`config.mk`:
```
export PLATFORM = sky130hd
export DESIGN_NAME = seven_seg_scan_mux_flat
export DESIGN_NICKNAME = d
export VERILOG_FILES = /design/src/rtl/seven_seg_pkg.sv /design/src/rtl/seven_seg_scan_mux_if.sv /design/src/rtl/seven_seg_refresh_prescaler.sv /design/src/rtl/seven_seg_scan_mux.sv /design/src/flat_wrapper.sv
export SDC_FILE = /design/constraint.sdc
export NUM_CORES = 1
export LEC_CHECK = 0
export CAP_MARGIN = 20
export CORE_MARGIN = 2
export CORE_UTILIZATION = 55
export CTS_CLUSTER_DIAMETER = 60
export DETAILED_ROUTE_END_ITERATION = 6
export PLACE_DENSITY_LB_ADDON = 0.12
export SLEW_MARGIN = 20
export SYNTH_ARGS = -nofsm -noshare
export SYNTH_HDL_FRONTEND = slang
export SYNTH_SLANG_ARGS = --single-unit
```
`constraint.sdc`:
```
create_clock -name clk -period 2.7 [get_ports clk]
set_input_delay 0.405 -clock clk [delete_from_list [all_inputs] [get_ports clk]]
set_output_delay 0.405 -clock clk [all_outputs]
set_load 0.02 [all_outputs]
```
`src/rtl/seven_seg_pkg.sv`:
```
// Shared constants and helpers for the seven-segment scan multiplexer.
package seven_seg_pkg;

  // Width of one hex digit code handed to the segment decoder.
  localparam int NIBBLE_W = 4;

  // All anodes off (active-low). Wide enough for the largest digit count;
  // users slice the low NUM_DIGITS bits.
  localparam logic [7:0] ANODE_OFF = 8'hFF;

  // Width of the digit index for a given digit count.
  function automatic int DIGIT_IDX_W(input int num_digits);
    return $clog2(num_digits);
  endfunction

endpackage

```
`src/rtl/seven_seg_scan_mux_if.sv`:
```
// Bus between the value source / display and the scan multiplexer.
//
// Handshake semantics: there is no back-pressure. load is a one-cycle
// strobe sampled on every rising clk edge; digits_in is only meaningful in
// a cycle where load is high. frame_start is a one-cycle output pulse in
// the cycle digit_idx has just wrapped to 0. enable is a level.
interface seven_seg_scan_mux_if
  import seven_seg_pkg::*;
#(
  parameter int NUM_DIGITS = 4
);
  localparam int IDX_W = DIGIT_IDX_W(NUM_DIGITS);

  logic                           enable;
  logic                           load;
  logic [NIBBLE_W*NUM_DIGITS-1:0] digits_in;
  logic [NIBBLE_W-1:0]            nibble_out;
  logic [NUM_DIGITS-1:0]          anode_n;
  logic [IDX_W-1:0]               digit_idx;
  logic                           frame_start;

  // Value source / display side.
  modport master (
    output enable, load, digits_in,
    input  nibble_out, anode_n, digit_idx, frame_start
  );

  // Scan multiplexer side.
  modport slave (
    input  enable, load, digits_in,
    output nibble_out, anode_n, digit_idx, frame_start
  );
endinterface

```
`src/rtl/seven_seg_refresh_prescaler.sv`:
```
// Divides clk down to one tick per digit slot; counting freezes while
// enable is low so a paused slot resumes with its remaining time.
module seven_seg_refresh_prescaler #(
  parameter int REFRESH_DIV = 50000
) (
  input  logic clk,
  input  logic rst_n,
  input  logic enable,
  output logic tick
);
  localparam int CNT_W = $clog2(REFRESH_DIV);
  localparam logic [CNT_W-1:0] CNT_MAX = CNT_W'(REFRESH_DIV - 1);
  localparam logic [CNT_W-1:0] CNT_ONE = CNT_W'(1);

  logic [CNT_W-1:0] cnt_q, cnt_d;

  // Tick on the last count of the slot, then wrap; hold while disabled.
  always_comb begin
    tick  = enable && (cnt_q == CNT_MAX);
    cnt_d = cnt_q;
    if (enable) begin
      cnt_d = tick ? '0 : cnt_q + CNT_ONE;
    end
  end

  // Count register.
  always_ff @(posedge clk or negedge rst_n) begin
    if (!rst_n) cnt_q <= '0;
    else        cnt_q <= cnt_d;
  end
endmodule

```
`src/rtl/seven_seg_scan_mux.sv`:
```
// Time-multiplexes a double-buffered multi-digit hex value onto one shared
// nibble bus plus active-low anode selects. New values are committed only
// at frame boundaries so a frame never shows a mix of old and new digits.
// Optional feature macro: SEVEN_SEG_LEADING_ZERO_BLANK_EN (blank leading
// zero digits by keeping their anode high).
module seven_seg_scan_mux
  import seven_seg_pkg::*;
#(
  parameter int NUM_DIGITS  = 4,
  parameter int REFRESH_DIV = 50000
) (
  input logic                clk,
  input logic                rst_n,
  seven_seg_scan_mux_if.slave bus
);
  localparam int IDX_W = DIGIT_IDX_W(NUM_DIGITS);
  localparam int VAL_W = NIBBLE_W * NUM_DIGITS;
  localparam logic [IDX_W-1:0]      IDX_LAST      = IDX_W'(NUM_DIGITS - 1);
  localparam logic [IDX_W-1:0]      IDX_ONE       = IDX_W'(1);
  localparam logic [NUM_DIGITS-1:0] SEL_ONE       = NUM_DIGITS'(1);
  localparam logic [NUM_DIGITS-1:0] ANODE_ALL_OFF = ANODE_OFF[NUM_DIGITS-1:0];

  logic                  tick;
  logic                  idx_wrap;
  logic [NUM_DIGITS-1:0] blank_mask;

  logic [IDX_W-1:0]      idx_q, idx_d;
  logic [VAL_W-1:0]      staging_q, staging_d;
  logic [VAL_W-1:0]      active_q, active_d;
  logic                  pending_q, pending_d;
  logic [NIBBLE_W-1:0]   nibble_q, nibble_d;
  logic [NUM_DIGITS-1:0] anode_q, anode_d;
  logic                  frame_start_q, frame_start_d;

`ifdef SEVEN_SEG_LEADING_ZERO_BLANK_EN
  // Bit k set when digit k and every more-significant digit are zero;
  // digit 0 is never blanked.
  function automatic logic [NUM_DIGITS-1:0] lead_zero_mask(input logic [VAL_W-1:0] v);
    logic [NUM_DIGITS-1:0] m;
    logic                  all_zero;
    m        = '0;
    all_zero = 1'b1;
    for (int k = NUM_DIGITS - 1; k >= 1; k--) begin
      all_zero = all_zero && (v[k*NIBBLE_W +: NIBBLE_W] == '0);
      m[k]     = all_zero;
    end
    return m;
  endfunction
`endif

  seven_seg_refresh_prescaler #(
    .REFRESH_DIV (REFRESH_DIV)
  ) u_prescaler (
    .clk    (clk),
    .rst_n  (rst_n),
    .enable (bus.enable),
    .tick   (tick)
  );

  // Slot advance, staging/commit and the next output image.
  always_comb begin
    idx_wrap = tick && (idx_q == IDX_LAST);
    idx_d    = idx_q;
    if (tick) begin
      idx_d = idx_wrap ? '0 : idx_q + IDX_ONE;
    end

    staging_d = staging_q;
    pending_d = pending_q;
    active_d  = active_q;
    if (bus.load) begin
      staging_d = bus.digits_in;
      pending_d = 1'b1;
    end
    // A load landing on the boundary goes straight to active so the new
    // value shows in the frame that is just starting.
    if (idx_wrap) begin
      if (bus.load) begin
        active_d  = bus.digits_in;
        pending_d = 1'b0;
      end else if (pending_q) begin
        active_d  = staging_q;
        pending_d = 1'b0;
      end
    end

    frame_start_d = idx_wrap;

`ifdef SEVEN_SEG_LEADING_ZERO_BLANK_EN
    blank_mask = lead_zero_mask(active_d);
`else
    blank_mask = '0;
`endif

    // Disabled: anodes off, nibble keeps its last value.
    nibble_d = nibble_q;
    anode_d  = ANODE_ALL_OFF;
    if (bus.enable) begin
      nibble_d = active_d[int'(idx_d)*NIBBLE_W +: NIBBLE_W];
      anode_d  = ~(SEL_ONE << idx_d) | blank_mask;
    end
  end

  // State and output registers.
  always_ff @(posedge clk or negedge rst_n) begin
    if (!rst_n) begin
      idx_q         <= '0;
      staging_q     <= '0;
      active_q      <= '0;
      pending_q     <= 1'b0;
      nibble_q      <= '0;
      anode_q       <= ANODE_ALL_OFF;
      frame_start_q <= 1'b0;
    end else begin
      idx_q         <= idx_d;
      staging_q     <= staging_d;
      active_q      <= active_d;
      pending_q     <= pending_d;
      nibble_q      <= nibble_d;
      anode_q       <= anode_d;
      frame_start_q <= frame_start_d;
    end
  end

  assign bus.nibble_out  = nibble_q;
  assign bus.anode_n     = anode_q;
  assign bus.digit_idx   = idx_q;
  assign bus.frame_start = frame_start_q;
endmodule
```
`src/flat_wrapper.sv`:
```
// flat-port wrapper written by rule: the top's interface ports become plain ports
module seven_seg_scan_mux_flat import seven_seg_pkg::*;
#(
  parameter int NUM_DIGITS  = 4,
  parameter int REFRESH_DIV = 50000
)
  (clk, rst_n, bus_enable, bus_load, bus_digits_in, bus_nibble_out, bus_anode_n, bus_digit_idx, bus_frame_start);
  seven_seg_scan_mux_if #(.NUM_DIGITS(NUM_DIGITS)) bus_i ();
  input logic clk;
  input logic rst_n;
  input wire logic [$bits(bus_i.enable)-1:0] bus_enable;
  input wire logic [$bits(bus_i.load)-1:0] bus_load;
  input wire logic [$bits(bus_i.digits_in)-1:0] bus_digits_in;
  output wire logic [$bits(bus_i.nibble_out)-1:0] bus_nibble_out;
  output wire logic [$bits(bus_i.anode_n)-1:0] bus_anode_n;
  output wire logic [$bits(bus_i.digit_idx)-1:0] bus_digit_idx;
  output wire logic [$bits(bus_i.frame_start)-1:0] bus_frame_start;
  assign bus_i.enable = bus_enable;
  assign bus_i.load = bus_load;
  assign bus_i.digits_in = bus_digits_in;
  assign bus_nibble_out = bus_i.nibble_out;
  assign bus_anode_n = bus_i.anode_n;
  assign bus_digit_idx = bus_i.digit_idx;
  assign bus_frame_start = bus_i.frame_start;
  seven_seg_scan_mux #(.NUM_DIGITS(NUM_DIGITS), .REFRESH_DIV(REFRESH_DIV)) u_core (.clk(clk), .rst_n(rst_n), .bus(bus_i));
endmodule
```
==> summary.txt, run 1 <==
Critical path
  • Critical Path End: u_core.bus.nibble_out[2]
  • CP max FO: 7
  • Crit path from: u_core.u_prescaler.cnt_q[5]
  • Endpoint class of the critical path: flip-flop
  • Worst r2r src: u_core.u_prescaler.cnt_q[5]
  • Critical path arrival: 2.45 ns
  • CP startpoint kind: flip-flop
  • FF-to-FF setup slack: 0.51 ns
  • RR Endpoint: u_core.bus.nibble_out[2]
  • CP Class: flip-flop to flip-flop
  • CP required: 2.96 ns
  • Reg2Reg Depth: 6

Route
  • DR top layer: met4
  • Antenna-violating nets left: 0
  • WL met3: 257 µm
  • First-pass detailed-route iteration total: 4
  • Met2 wire length: 2694 µm
  • DRT iter0 DRCs: 104
  • Total number of vias: 2029
  • WL final: between 5000 and 6000 µm
  • WL/cell: 14.80 µm
  • DRC: 0
  • Met1 WL: 2530 µm
  • Via/cell ratio: 5.382

Die
  • Core Box Area: 5010 µm²
  • Standard-cell rows: 26
  • Initial core utilization: between 50% and 60%
  • Die height: 75.59 µm
  • DIE WIDTH: 75.59 µm
  • Die ar.: 5714 µm²
  • I/O pin cnt: 31

Synth
  • Post-Synth Simple-Gate Area: 17.18%
  • Post-Syn Area: 2819 µm²
  • Net Count, Synth: 282
  • Ys Warns: 0
  • Synth cell types: 46
  • Register area share after synthesis: 53.44%
  • Post-synthesis xor/xnor area fraction: 4.039%
  • Top post-synthesis cells by area: dfrtp_1 50%, mux2i_1 6.0%, dfstp_2 3.7%
  • Yosys top cell area share: about half
  • Main synth FF type: dfrtp_1
  • Post-Syn Instances: 260
  • Synth area leader: dfrtp_1
  • Synth Area in Compound Gates: 8.300%
  • Post-synth ARST share: 100.0%
  • Post-Synth Adder-Cell Area: 0.8877%
  • Mux contribution to synthesized area: 10.83%
  • Syn avg cell area: 10.84 µm²
  • Main combinational cell family by area after synthesis: simple AND/OR/NAND/NOR gates
  • EDFF count, synth: 0
  • Flops & latches, synth: 60

Power
  • Sw Pwr: slightly below 500 µW
  • Logic pwr share: 9.4%
  • Power Density: roughly 570 nW/µm²
  • Final Power: approximately 1900 µW
  • Sw Share: 24.77%
  • Register share of total power: roughly 53%
  • VDD IR max: roughly 0.38 mV
  • Clk network pwr share: 38.0%
  • P_int: 1463 µW
  • Pleak: 0.001574 µW

STA
  • Final period utilization: 80.93%
  • Clock period minus final worst setup slack: 2.185 ns
  • Fin Clk Skew: 0.008843 ns
  • Final setup viols: 0
  • Slew Limit Fails: 0
  • RSZ-0062 raised after global routing: false
  • Final hold vios: 0
  • Max Fclk: 457.7 MHz
  • Actual slew at the worst max-slew pin: 0.7409 ns
  • Max transition margin: 50.60%
  • Setup TNS: 0 ns

Clocking
  • CTS tree: done
  • Total clock sinks: 60
  • Clock-pin slew on the worst setup and hold paths: 0.07 ns
  • Post-CTS Setup Bufs: 0
  • Post_cts resized: 0
  • Hold buffer count at cts: 0
  • Max Buffers Root-to-Sink: 2
  • Clock buffer count from CTS: 9
  • Max H-tree Level: 3
  • CTS Root Cell: clkbuf_8
  • Clk Latency, worst-skew pair: between 0.3 and 0.4 ns

Finish
  • Multi-input gate area: between 1000 and 1500 µm²
  • Final net count: 324
  • Filler Cell Count: 416
  • Sequential cell area: 1506 µm²
  • Area grow syn2layout: 21.39%
  • Final Non-Filler Cells: 377
  • Most common cell after layout, fill and taps aside: dfrtp_1
  • Layout cells sized above 1: 14.01%
  • # diodes: 0
  • Commonest cells after routing, fill and taps aside: 56 x dfrtp_1, 29 x clkdlybuf4s50_1, 22 x inv_1

Worst hold path
  • Hold WC Path Type: primary input to asynchronous set/reset pin

GRT
  • GR Overflow Total: 0
  • Initial antenna violation count: 0
  • Gr usage total: between 20% and 30%
  • Largest net degree at the start of global routing: 61
  • First-pass GRT wire length: slightly above 9000 µm
  • Vias in the first global route: 1961

Placement
  • I/O Buffers: 30
  • Placed insts: 361
  • Post-DP HPWL: a little under 4000 µm
  • Gp weighted congestion: 0.8398

Run status
  • Run status: finished clean

Job
  • Total of max-cap violations: 0
## worst max-delay path, stage by stage, from the launching register on
cell	delay [ns]
dfrtp_1	0.46
nor4b_2	0.35
nand4_1	0.32
mux2i_1	0.47
buf_4	0.20
nand4_1	0.09
a41oi_1	0.21
## logic make-up after synthesis
group           after synthesis
mux                          25
xor+xnor                     13
compound gates               35
fa+ha+maj                     2
buf+inv                      36
flops                        60
simple gates                 89
## power by group through the flow
stage                     logic [µW]  clock network [µW]  registers (µW)
after floorplan                  102                   0            1030
after global placement           184                   0            1040
after detailed placement         186                   0            1040
after CTS                        187                 756            1020
after global routing             205                 800            1030
final                            183                 739            1020
## worst min path at each step
stage | startpoint | end | slack (ns)
after detailed placement | u_core.staging_q[4] | u_core.staging_q[4] | 0.47
after floorplan | rst_n | u_core.active_q[0] | 0.11
after CTS | rst_n | u_core.u_prescaler.cnt_q[12] | 0.22
final | rst_n | u_core.active_q[15] | 0.20
after global placement | u_core.staging_q[6] | u_core.staging_q[6] | 0.47
after global routing | rst_n | u_core.u_prescaler.cnt_q[13] | 0.28
## metal layers
layer / vias to the layer above / GRT usage, %
met5: - / 0
met4: 0 / 7.797
met3: 10 / 9.259
met2: 44 / 35.56
met1: 987 / 27.67
li1: 988 / -
## area by class of cell
class / instances / area share (%)
multi-input combinational: 164 / 33.97
tap: 70 / 2.559
timing repair buffer: 43 / 11.48
clock inverter: 2 / 0.2925
sequential: 60 / 44.02
clock buffer: 14 / 5.046
inverter: 24 / 2.633
## state kept, by name (all words and copies together), names as in the netlist
register	flops
u_core.u_prescaler.cnt_q	16
u_core.bus.frame_start	1
u_core.bus.digit_idx	2
u_core.pending_q	1
u_core.active_q	16
u_core.staging_q	16
u_core.bus.nibble_out	4
u_core.bus.anode_n	4
## per-stage QoR
step                instance area, µm²  setup WS, ns  utilization [%]  hold slack [ns]
floorplan                         2819        0.6345                -           0.1094
CTS                               3422        0.5023            68.31           0.2218
global route                      3422        0.2887            68.31           0.2833
global placement                  3239        0.2649            64.66           0.4683
detailed placement                3239        0.1892            64.66           0.4715
finish                            3422        0.5150            68.31           0.1985
## cell usage after synthesis (6+ instances only)
library cell,number
xor2_1,6
o21ai_0,12
nand4_1,8
dfrtp_1,56
and2_1,6
clkbuf_1,7
mux2i_1,17
xnor2_1,7
nand3_1,16
nor2_1,15
nand2_1,20
inv_1,22
Note: power is estimated with default switching activity, not from simulation.
==> run 2, diff against run 1 <==
--- a/config.mk
+++ b/config.mk
@@ -7,7 +7,7 @@
 export LEC_CHECK = 0
 export CAP_MARGIN = 20
 export CORE_MARGIN = 2
-export CORE_UTILIZATION = 55
+export CORE_UTILIZATION = 50
 export CTS_CLUSTER_DIAMETER = 60
 export DETAILED_ROUTE_END_ITERATION = 6
 export PLACE_DENSITY_LB_ADDON = 0.12
==> constraint.sdc (replaced) <==
create_clock -name clk -period 1.8 [get_ports clk]
set_input_delay 0.27 -clock clk [delete_from_list [all_inputs] [get_ports clk]]
set_output_delay 0.27 -clock clk [all_outputs]
set_load 0.02 [all_outputs]
==> summary.txt, run 2 (synthesis gave the netlist of run 1 again) <==
Route
  • Antenna-violating nets left: 0 (unchanged)
  • WL/cell: 15.07 µm (+1.9%)
  • First-pass detailed-route iteration total: 4 (unchanged)
  • DRT iter0 DRCs: 109 (+4.8%)
  • Total number of vias: 2183 (+7.6%)
  • DRC: 0 (unchanged)
  • Via/cell ratio: 5.210 (-3.2%)
  • WL final: 6316 µm (+13%)

Critical path
  • CP Class: flip-flop to flip-flop
  • Slowest-stage cell, CP: dfrtp_1
  • Critical path, cell by cell: nor4b_4 > and4_4 > mux2i_4 > buf_4 > nand3_1 > a41oi_1
  • Slowest Stage Delay on Critical Path: 0.41 ns (-0.06 ns)
  • CP startpoint kind: flip-flop
  • Cell family with the largest share of critical-path delay: simple AND/OR/NAND/NOR gates
  • Critical path arrival: 2.12 ns (-0.33 ns)
  • CP required: 2.05 ns (-0.91 ns)
  • Buf/Inv on CP: 1 (unchanged)
  • Endpoint class of the critical path: flip-flop
  • CP max FO: 6 (-1)

STA
  • Fin Clk Skew: 0.009666 ns (+0.0008233 ns)
  • Max transition margin: 69.69% (+19 points)
  • Max Fclk: 535.4 MHz (+17%)
  • Final hold vios: 0 (unchanged)
  • Final period utilization: 103.8% (+23 points)
  • Actual slew at the worst max-slew pin: 0.4499 ns (-0.2911 ns)
  • RSZ-0062 raised after global routing: true
  • Worst hold slack: 0.3644 ns (+0.1660 ns)
  • Final setup margin: -0.06772 ns (-0.5827 ns)
  • Final setup viols: 4 (+4)
  • Slew Limit Fails: 0 (unchanged)
  • Clock period minus final worst setup slack: 1.868 ns (-0.3173 ns)

Power
  • Sw Share: 23.21% (-1.6 points)
  • Pleak: 0.001847 µW (+17%)
  • P_int: 2575 µW (+76%)
  • VDD IR max: 0.5163 mV (+38%)
  • Power Density: 863.6 nW/µm² (+52%)
  • Register share of total power: 44.9% (-7.7 points)
  • Clk network pwr share: 41.9% (+3.9 points)
  • Sw Pwr: 778.1 µW (+61%)
  • Logic pwr share: 13.1% (+3.7 points)

GRT
  • Largest net degree at the start of global routing: 28 (-54%)
  • Gr usage total: 22.54% (+0.20 points)
  • GR Overflow Total: 0 (unchanged)
  • Initial antenna violation count: 0 (unchanged)
  • First-pass GRT wire length: 10610 µm (+16%)
  • Vias in the first global route: 2237 (+14%)

Finish
  • Final net count: 364 (+12%)
  • # diodes: 0 (unchanged)
  • Final Non-Filler Cells: 419 (+11%)
  • Commonest cells after routing, fill and taps aside: 54 x dfrtp_1, 48 x buf_4, 28 x clkdlybuf4s50_1
  • Fin area: 3882 µm² (+13%)
  • Area grow syn2layout: 37.73%
  • Most common cell after layout, fill and taps aside: dfrtp_1
  • Largest registers: u_core.active_q (16), u_core.staging_q (16), u_core.u_prescaler.cnt_q (16)
  • Layout cells sized above 1: 26.51% (+13 points)
  • Final core utilization: 70.94% (+2.6 points)

Die
  • Die height: 79.09 µm (+4.6%)
  • Die ar.: 6254 µm² (+9.5%)
  • DIE WIDTH: 79.09 µm (+4.6%)
  • I/O pin cnt: 31 (unchanged)
  • Standard-cell rows: 27 (+3.8%)
  • Core Box Area: 5473 µm² (+9.2%)
  • Initial core utilization: 51.51% (-4.8 points)

Clocking
  • Max H-tree Level: 3 (unchanged)
  • Clock-pin slew on the worst setup and hold paths: 0.07 ns (about the same)
  • Clk Latency, worst-skew pair: 0.34 ns (about the same)
  • Clock buffer count from CTS: 9 (unchanged)
  • CTS tree: done
  • CTS Root Cell: clkbuf_8
  • Total clock sinks: 60 (unchanged)
  • Max Buffers Root-to-Sink: 2 (unchanged)

Placement
  • Post-DP HPWL: 4754 µm (+21%)
  • I/O Buffers: 30 (unchanged)
  • Gp weighted congestion: 0.8466 (+0.81%)
  • Placed inst area: 3580 µm² (+11%)
  • Placed insts: 401 (+11%)

Worst hold path
  • Hold WC Path Type: primary input to asynchronous set/reset pin

Run status
  • Failing checks: setup timing
  • Run status: finished with violations

Job
  • Total of max-cap violations: 0 (unchanged)
-- run 2: changes by cell type in the layout (fill, tap and decap cells not counted), moves of 2 or more --
cell	before	now
dfrtp_2	0	2
buf_12	0	3
buf_4	13	48
dfrtp_1	56	54
nor3_2	0	2
nor3_1	5	3
bufinv_16	0	2
clkbuf_1	2	0
-- run 2: final cells by class --
type                       instances  area, µm²
clock buffer                      12      165.2
clock inverter                     4      70.07
fill                             446       1590
inverter                          24      90.09
multi-input combinational        164       1219
sequential                        60       1509
tap                               72      90.09
timing repair buffer              83      739.5
-- run 2: power by group through the flow --
| stage | combinational, µW | sequential [µW] | clock [µW] |
|---|---|---|---|
| 6_report | 440 | 1510 | 1410 |
| 5_1_grt | 493 | 1520 | 1480 |
| 4_1_cts | 450 | 1510 | 1420 |
| 3_5_place_dp | 441 | 1530 | 0 |
| 3_3_place_gp | 431 | 1520 | 0 |
| 2_1_floorplan | 153 | 1550 | 0 |
-- run 2: metrics by stage --
stage	TNS, ns	power, µW	setup WS (ns)
after floorplan	-0.2000	1700	-0.2000
after global placement	-4.679	1952	-0.3402
after detailed placement	-5.390	1966	-0.3502
after CTS	-0.3555	3382	-0.1163
after global routing	-0.8781	3496	-0.1773
final	-0.2501	3353	-0.06772
-- run 2: worst paths after layout --
| path | startpoint | end | slack [ns] | cells after the start |
|---|---|---|---|---|
| min in group clk | u_core.staging_q[4] | u_core.staging_q[4] | 0.49 | 2 |
| max in group asynchronous | rst_n | u_core.bus.anode_n[2] | 0.87 | 3 |
| worst min-delay path | rst_n | u_core.staging_q[15] | 0.36 | 2 |
| worst max register to register | u_core.u_prescaler.cnt_q[7] | u_core.bus.nibble_out[0] | -0.07 | 6 |
| worst max-delay path | u_core.u_prescaler.cnt_q[7] | u_core.bus.nibble_out[0] | -0.07 | 6 |
| worst min register to register | u_core.staging_q[4] | u_core.staging_q[4] | 0.49 | 2 |
-- run 2: timing repair --
action	4_1_cts	5_1_grt
endpoints found under the setup margin	17	19
resized for setup	5	6
buffers inserted	1	0
gates cloned	0	0
pin swaps	5	4
endpoints found under the hold margin	7	0
hold buffers	1	0
-- run 2: metal layers --
layer  GRT usage, %  vias to the layer above  part of all wire, %
met5              0                        -                    0
met4          11.21                        0                  2.2
met3          4.432                       13                  2.5
met2          37.63                       28                   51
met1          27.98                     1073                   44
li1               -                     1069                    -
==> run 3, diff against run 2 <==
--- a/config.mk
+++ b/config.mk
@@ -7,7 +7,7 @@
 export LEC_CHECK = 0
 export CAP_MARGIN = 20
 export CORE_MARGIN = 2
-export CORE_UTILIZATION = 50
+export CORE_UTILIZATION = 25
 export CTS_CLUSTER_DIAMETER = 60
 export DETAILED_ROUTE_END_ITERATION = 6
 export PLACE_DENSITY_LB_ADDON = 0.12
==> constraint.sdc (replaced) <==
create_clock -name clk -period 1.8 [get_ports clk]
set_input_delay 0.27 -clock clk [delete_from_list [all_inputs] [get_ports clk]]
set_output_delay 0.27 -clock clk [all_outputs]
set_load 0.005 [all_outputs]
==> summary.txt, run 3 (synthesis gave the netlist of run 1 again) <==
Die
  • Die height: 110.2 µm (+39%)
  • Initial core utilization: 25.78% (-26 points)
  • DIE WIDTH: 110.2 µm (+39%)
  • Standard-cell rows: 38 (+41%)
  • Die ar.: 12140 µm² (+94%)
  • Core Box Area: 10940 µm² (+100%)
  • I/O pin cnt: 31 (unchanged)

Finish
  • Area grow syn2layout: 49.09%
  • # diodes: 0 (unchanged)
  • Multi-input gate area: 1264 µm² (+3.7%)
  • Largest registers: u_core.active_q (16), u_core.staging_q (16), u_core.u_prescaler.cnt_q (16)
  • Final core utilization: 38.43% (-33 points)
  • Layout cells sized above 1: 30.23% (+3.7 points)
  • Sequential cell area: 1506 µm² (-0.17%)
  • Commonest cells after routing, fill and taps aside: 56 x dfrtp_1, 49 x buf_4, 29 x clkdlybuf4s50_1
  • Final net count: 371 (+1.9%)
  • Most common cell after layout, fill and taps aside: dfrtp_1
  • Filler Cell Count: 1105 (+150%)
  • Fin area: 4203 µm² (+8.3%)

Placement
  • Post-DP HPWL: 4978 µm (+4.7%)
  • I/O Buffers: 30 (unchanged)
  • Gp weighted congestion: 0.7560 (-11%)
  • Placed inst area: 3697 µm² (+3.3%)

Clocking
  • Clk Latency, worst-skew pair: 0.33 ns (about the same)
  • CTS tree: done
  • Total clock sinks: 60 (unchanged)
  • Clock-pin slew on the worst setup and hold paths: 0.05 ns (-0.02 ns)
  • Max Buffers Root-to-Sink: 2 (unchanged)
  • Clock buffer count from CTS: 9 (unchanged)
  • CTS Root Cell: clkbuf_16
  • Max H-tree Level: 3 (unchanged)

Power
  • Pleak: 0.001921 µW (+4.0%)
  • Register share of total power: 37.6% (-7.3 points)
  • Logic pwr share: 11.3% (-1.8 points)
  • Power Density: 949.5 nW/µm² (+10%)
  • Clk network pwr share: 51.1% (+9.2 points)
  • Sw Share: 21.62% (-1.6 points)
  • VDD IR max: 0.4481 mV (-13%)
  • Sw Pwr: 862.6 µW (+11%)
  • Final Power: 3991 µW (+19%)
  • P_int: 3128 µW (+21%)

GRT
  • GR Overflow Total: 0 (unchanged)
  • Vias in the first global route: 2290 (+2.4%)
  • Gr usage total: 12.97% (-9.6 points)
  • Largest net degree at the start of global routing: 61 (+120%)
  • Initial antenna violation count: 0 (unchanged)
  • First-pass GRT wire length: 11650 µm (+9.8%)

STA
  • Actual slew at the worst max-slew pin: 0.4449 ns (-0.004937 ns)
  • Worst hold slack: 0.4583 ns (+0.09390 ns)
  • Final setup viols: 6 (+2)
  • Setup TNS: -0.4654 ns (-0.2153 ns)
  • Max Fclk: 513.4 MHz (-4.1%)
  • Final period utilization: 108.2% (+4.5 points)
  • Final hold vios: 0 (unchanged)
  • RSZ-0062 raised after global routing: true
  • Fin Clk Skew: 0.005771 ns (-0.003895 ns)
  • Final setup margin: -0.1479 ns (-0.08015 ns)
  • Max transition margin: 70.02% (+0.33 points)
  • Slew Limit Fails: 0 (unchanged)
  • Clock period minus final worst setup slack: 1.948 ns (+0.08015 ns)

Worst hold path
  • Hold WC Path Type: primary input to asynchronous set/reset pin

Critical path
  • Endpoint class of the critical path: flip-flop
  • CP max FO: 4 (-2)
  • Critical path arrival: 2.20 ns (+0.08 ns)
  • CP required: 2.05 ns (about the same)
  • CP startpoint kind: flip-flop
  • Worst r2r src: u_core.u_prescaler.cnt_q[7]
  • CP Class: flip-flop to flip-flop
  • Crit path from: u_core.u_prescaler.cnt_q[7]

Route
  • Total number of vias: 2166 (-0.78%)
  • Antenna-violating nets left: 0 (unchanged)
  • DRC: 0 (unchanged)
  • DRT iter0 DRCs: 84 (-23%)
  • Via/cell ratio: 4.385 (-16%)
  • First-pass detailed-route iteration total: 4 (unchanged)
  • WL final: 6970 µm (+10%)
  • WL/cell: 14.11 µm (-6.4%)

Run status
  • Run status: finished with violations
  • Failing checks: setup timing

Job
  • Total of max-cap violations: 0 (unchanged)
[run 3: cell count changes in the layout (fill, tap and decap cells not counted), moves of 4 or more]
cell	previous run	this run
nand2_1	19	15
clkbuf_16	0	9
clkbuf_8	12	2
buf_6	1	6
nand2_2	0	4
[run 3: path summary, 6_finish.rpt]
check / endpoint / depth (start not counted) / slack (ns)
worst max-delay path: u_core.bus.nibble_out[1] / 7 / -0.15
worst min-delay path: u_core.u_prescaler.cnt_q[6] / 3 / 0.46
worst max register to register: u_core.bus.nibble_out[1] / 7 / -0.15
worst min register to register: u_core.staging_q[9] / 2 / 0.48
max in group asynchronous: u_core.bus.anode_n[3] / 3 / 0.99
min in group clk: u_core.staging_q[9] / 2 / 0.48
[run 3: repair_timing]
action,4_1_cts,5_1_grt
pin swaps,4,4
endpoints found under the setup margin,19,21
hold buffers,1,0
endpoints found under the hold margin,56,0
gates resized for setup,3,28
buffers inserted,2,1
[run 3: layer usage]
layer | part of all wire, % | GRT usage [%] | vias to the layer above
li1 | - | - | 1089
met1 | 49 | 17.35 | 1035
met2 | 45 | 19.33 | 30
met3 | 3.9 | 3.645 | 12
met4 | 1.8 | 6.161 | 0
met5 | 0 | 0 | -
[run 3: area by class of cell]
type / instances / share of cell area (%)
Multi-Input combinational cell: 164 / 30.07
Tap cell: 140 / 4.168
Inverter: 24 / 2.143
Sequential cell: 60 / 35.84
Clock inverter: 4 / 2.263
Clock buffer: 12 / 6.103
Timing Repair Buffer: 90 / 19.41
[run 3: worst max-delay path, cell delays in order (launching register included)]
cell and delay [ns]:
dfrtp_1 0.38, nor4b_2 0.29, buf_4 0.16, and4_4 0.26, mux2i_4 0.25, inv_2 0.06, o41a_1 0.31, a31oi_1 0.16
[run 3: through the flow]
stage,instances,setup slack (ns)
6_report,494,-0.1479
3_5_place_dp,474,-0.4015
3_3_place_gp,474,-0.3540
4_1_cts,493,-0.1456
2_1_floorplan,260,-0.2000
5_1_grt,494,-0.2670
[run 3: power by group through the flow]
stage	sequential, µW	combinational (µW)	clock, µW
floorplan	1540	153	0
global placement	1520	436	0
detailed placement	1520	436	0
CTS	1500	452	2100
global route	1510	508	2160
finish	1500	451	2040
